$ cat src/rtl/washer_plant_responder.sv
// Plant/sensor responder for the washing machine controller: models tub level,
// detergent dispenser and wash/spin timers, and returns the sensor handshakes.
module washer_plant_responder #(
  parameter int FILL_LEVEL  = 8,
  parameter int DET_CYCLES  = 3,
  parameter int WASH_CYCLES = 16,
  parameter int SPIN_CYCLES = 10,
  parameter int CNT_W       = 8
) (
  input  logic             clk,
  input  logic             reset,
  input  logic             fill_value_on,
  input  logic             drain_value_on,
  input  logic             motor_on,
  input  logic             door_lock,
  input  logic             soap_wash,
  input  logic             water_wash,
  input  logic             done,
  output logic             water_filled,
  output logic             detergent_added,
  output logic             cycle_timeout,
  output logic             drained,
  output logic             spin_timeout,
  output logic [CNT_W-1:0] level,
  output logic             fault
);

  localparam logic [CNT_W-1:0] FILL_MAX = CNT_W'(FILL_LEVEL);
  localparam logic [CNT_W-1:0] DET_MAX  = CNT_W'(DET_CYCLES);
  localparam logic [CNT_W-1:0] WASH_MAX = CNT_W'(WASH_CYCLES);
  localparam logic [CNT_W-1:0] SPIN_MAX = CNT_W'(SPIN_CYCLES);
  localparam logic [CNT_W-1:0] ONE      = CNT_W'(1);

  logic [CNT_W-1:0] level_q,    level_d;
  logic [CNT_W-1:0] det_cnt_q,  det_cnt_d;
  logic [CNT_W-1:0] cyc_cnt_q,  cyc_cnt_d;
  logic [CNT_W-1:0] spin_cnt_q, spin_cnt_d;
  logic             det_done_q, det_done_d;
  logic             drained_q,  drained_d;
  logic             fault_q,    fault_d;

  logic dispense_req;
  logic tub_empty;
  logic det_clear;

  assign tub_empty    = (level_q == '0);
  assign det_clear    = done | ~door_lock;
  assign dispense_req = door_lock & soap_wash & ~water_wash & ~fill_value_on
                      & ~motor_on & ~drain_value_on;

  // Tub level
  always_comb begin
    level_d = level_q;
    if (fill_value_on && !drain_value_on) begin
      if (level_q < FILL_MAX) level_d = level_q + ONE;
    end else if (drain_value_on && !fill_value_on) begin
      if (level_q != '0) level_d = level_q - ONE;
    end
  end

  // Dispenser: the counter runs only on an unbroken request streak, so the
  // single-cycle request seen between fill and add-detergent never dispenses.
  always_comb begin
    det_cnt_d  = det_cnt_q;
    det_done_d = det_done_q;
    if (det_clear) begin
      det_cnt_d  = '0;
      det_done_d = 1'b0;
    end else if (dispense_req) begin
      if (det_cnt_q < DET_MAX) det_cnt_d = det_cnt_q + ONE;
      if (det_cnt_d == DET_MAX) det_done_d = 1'b1;
    end else begin
      det_cnt_d = '0;
    end
  end

  // Agitation and spin timers
  always_comb begin
    cyc_cnt_d = '0;
    if (motor_on) begin
      cyc_cnt_d = (cyc_cnt_q < WASH_MAX) ? cyc_cnt_q + ONE : cyc_cnt_q;
    end
    spin_cnt_d = '0;
    if (drain_value_on && tub_empty) begin
      spin_cnt_d = (spin_cnt_q < SPIN_MAX) ? spin_cnt_q + ONE : spin_cnt_q;
    end
  end

  // Fault checks use the tub state seen during the offending command.
  always_comb begin
    fault_d = fault_q;
    if (fill_value_on && drain_value_on) fault_d = 1'b1;
    if (motor_on && tub_empty)           fault_d = 1'b1;
    if (!door_lock && !tub_empty)        fault_d = 1'b1;
  end

  assign drained_d = (level_d == '0) & drain_value_on;

  always_ff @(posedge clk or negedge reset) begin
    if (!reset) begin
      level_q    <= '0;
      det_cnt_q  <= '0;
      cyc_cnt_q  <= '0;
      spin_cnt_q <= '0;
      det_done_q <= 1'b0;
      drained_q  <= 1'b0;
      fault_q    <= 1'b0;
    end else begin
      level_q    <= level_d;
      det_cnt_q  <= det_cnt_d;
      cyc_cnt_q  <= cyc_cnt_d;
      spin_cnt_q <= spin_cnt_d;
      det_done_q <= det_done_d;
      drained_q  <= drained_d;
      fault_q    <= fault_d;
    end
  end

  assign level           = level_q;
  assign water_filled    = (level_q == FILL_MAX);
  assign detergent_added = det_done_q;
  assign cycle_timeout   = (cyc_cnt_q == WASH_MAX);
  assign drained         = drained_q;
  assign spin_timeout    = (spin_cnt_q == SPIN_MAX);
  assign fault           = fault_q;

endmodule

$ cat config.mk
export PLATFORM = sky130hd
export DESIGN_NAME = washer_plant_responder
export DESIGN_NICKNAME = d
export VERILOG_FILES = /design/src/rtl/washer_plant_responder.sv
export SDC_FILE = /design/constraint.sdc
export NUM_CORES = 1
export LEC_CHECK = 0
export ABC_AREA = 0
export BUFFER_PORTS_ARGS = -buffer_cell sky130_fd_sc_hd__buf_2
export CAP_MARGIN = 20
export CORE_AREA = 8 8 73 75
export DETAILED_ROUTE_END_ITERATION = 8
export DIE_AREA = 0 0 81 83
export GPL_TIMING_DRIVEN = 0
export PLACE_DENSITY_LB_ADDON = 0.25
export SYNTH_ARGS = -nofsm -noshare
export SYNTH_HDL_FRONTEND = slang
export SYNTH_SLANG_ARGS = --single-unit
export TNS_END_PERCENT = 10
$ cat constraint.sdc
create_clock -name clk -period 6 [get_ports clk]
set_clock_uncertainty 0.2 [all_clocks]
set_input_delay 0.6 -clock clk [delete_from_list [all_inputs] [get_ports clk]]
set_output_delay 0.6 -clock clk [all_outputs]
set_load 0.05 [all_outputs]
==> impl_results.md <==
* Initial DRC Count at 77
* Hold_buf cts at 0
* Site Rows at 24
* Maximum number of pins on one net before global-route repair at 36
* Syn Std Cell Area at 0.001787 mm2
* Worst R2R End: drained$_DFF_PN0_
* Filler instances at 396
* Crit Path Max Fanout at 5
* Clock Latency Late Sink at 280 ps
* Top cells by area, synth: dfrtp_1 (49%), ha_1 (5.6%), xnor2_1 (3.9%), and2_1 (3.9%), nor2_1 (3.8%)
* Setup Buffers After CTS at 0
* R2R Path Start: level[4]$_DFF_PN0_
* Top FF cell, synth: dfrtp_1
* DRT Wirelength at 3456 um
* Worst setup margin at 3289 ps
* Pre-CTS setup slack at 3561 ps
* Worst R2R Path Depth at 6
* Crit path max-delay family: simple AND/OR/NAND/NOR gates
* Reg2Reg Setup Slack at 3740 ps
* Net Count, Synth at 195
* CP startpoint kind: register
* Total power at 0.7926 mW
* Number of cells on the critical path at 4
* Vias in the first global route at 1329
* Ys Warns at 0
* WL/cell at 13.29 um
* Final hold slack at 183.1 ps
* Lkg Pwr at 0.9992 nW
* Worst EP arrival at 1910 ps
* Ports at 23
* Unrepaired setup endpoints after global routing: no
* Hold WC Path Type: in2async
* N_diodes at 0
* Vias per inst at 5.288
* Routed via count at 1375
* DIE AREA at 0.006723 mm2
* Post-synth cell types at 41
* Average cell area after synthesis at 10.04 um2
* Chip width at 81 um
* Core ar. at 0.004204 mm2
* Area Overhead vs Synth at 15.41%
* Final setup viols at 0
* Initial core utilization at 0.4250
* Final nets at 224
* Post-layout min period at 2711 ps
* Max-cap violations at 0
* Max Transition Viols Final at 0
* Pwr dens at 384.4 mW/mm2
* # DRC at 0
* GRT overflow at 0
* Post-synth top area share at 0.4902
* Non-Filler Instances at 260
* Max transition margin at 0.4476
* CP Class: reg2out
* Period utilization at 0.4519
* Final Hold Viols at 0
* Number of placed cells counting well taps at 252
* Port bufs at 22
* Post-cts sizing count at 0
* Worst setup EP type: output port
* Slowest-stage cell, CP: nor4_1
* Num CTS Buffers at 5
* First-pass GRT wire length at 6030 um
* Clk root buf: clkbuf_8
* Buf+Inv Stages, Crit Path at 2
* 1st-pass router iterations at 4
* Initial antenna violation count at 0
* TNS Setup at 0 ps
* Ys async rst share at 1.000
* Final instance area at 0.002062 mm2
* H-tree Lvls at 2
* Fmax at 0.3688 GHz
* Placed cell area at 0.001962 mm2
* Synth Register Bits at 35
* CP startpoint: spin_cnt_q[5]$_DFFE_PN0P_
* Clock-pin slew on the worst setup and hold paths at 70 ps
* Max VDD drop at 0.2526 mV
* Crit path cell chain: nor4_1 > inv_1 > nor3_1 > buf_2
* Sequential fraction of the synthesis area at 0.4902
* Gr usage total at 0.1108
* Number of enable flip-flop cells after synthesis at 0
* Slowest stage delay, CP at 680 ps
* CP endpoint: spin_timeout
* Antenna-violating nets left at 0
* Outcome: finished, final reports clean
* Clk sink count at 35
* Tightest Pin Transition at 821.1 ps
* Routability Congestion at 0.8291
* Die height at 83 um
* Share of cells above drive strength 1 at 0.1731
* Required time of the critical path at 5200 ps
* Count leader, synth: dfrtp_1
* Layout Utilization at 0.4905
* Synth Instances at 178
* Area leader, netlist: dfrtp_1
* CTS tree: built
* Clock buffer depth at 2
* Post-synth top cells: dfrtp_1 (35), nor2_1 (18), nand2_1 (16)
* Detail Placement HPWL at 2557 um
## per-layer routing
layer	vias up	share of wire	wire length, um	global-route usage
li1	691	-	-	-
met1	648	0.51	1758	0.1553
met2	32	0.43	1480	0.1504
met3	4	0.050	174	0.03772
met4	0	0.012	42	0.04390
met5	-	0	0	0
## cell usage in the layout (no fill, tap or decap), types with 3 or more instances in the layout
master and instances:
a41oi_1 3, buf_2 23, and3_1 7, clkbuf_1 4
a21oi_1 5, nand4_1 3, xnor2_1 8, clkbuf_8 7
inv_1 8, o21ai_0 4, nor2_1 18, ha_1 8
nand2_1 16, nor3_1 6, nor4_1 6, dfrtp_1 35
and2_1 11, nand3_1 4, a211oi_1 3
## flip-flops by register name, indices dropped and copies added, names as in the netlist
register / count
drained: 1
det_cnt_q: 8
spin_cnt_q: 8
level: 8
fault: 1
cyc_cnt_q: 8
detergent_added: 1
## power by group
group	switching (mW)	internal (mW)	total, mW
registers	0.0427	0.264	0.307
clock network	0.0776	0.105	0.182
logic	0.211	0.0920	0.303
## worst min-delay path by stage
stage                      startpoint                       end  slack [ps]
2_1_floorplan                   reset  cyc_cnt_q[0]$_DFFE_PN0P_         100
3_3_place_gp   det_cnt_q[7]$_DFF_PN0_    det_cnt_q[7]$_DFF_PN0_         270
3_5_place_dp   det_cnt_q[7]$_DFF_PN0_    det_cnt_q[7]$_DFF_PN0_         270
4_1_cts                         reset        level[4]$_DFF_PN0_         210
5_1_grt                         reset  cyc_cnt_q[2]$_DFFE_PN0P_         260
6_report                        reset        level[4]$_DFF_PN0_         180
## kinds of logic (layout without fill, tap and decap cells)
logic type | Yosys count | count (layout) | share of synthesized area
simple gates | 83 | 83 | 0.2521
fa+ha+maj | 8 | 8 | 0.05602
buf+inv | 13 | 43 | 0.03221
mux | 3 | 3 | 0.01751
compound gates | 26 | 26 | 0.1029
flops | 35 | 35 | 0.4902
xor+xnor | 10 | 10 | 0.04902
## cell type report
cell class | count | area, um2 | share of cell area
Buffer | 5 | 27.53 | 0.01335
Timing Repair Buffer | 22 | 110.1 | 0.05340
Inverter | 8 | 30.03 | 0.01456
Sequential cell | 35 | 875.8 | 0.4248
Tap cell | 52 | 65.06 | 0.03155
Clock buffer | 8 | 100.1 | 0.04854
Multi-Input combinational cell | 130 | 853.3 | 0.4138
Power figures use the tool's default switching activity.
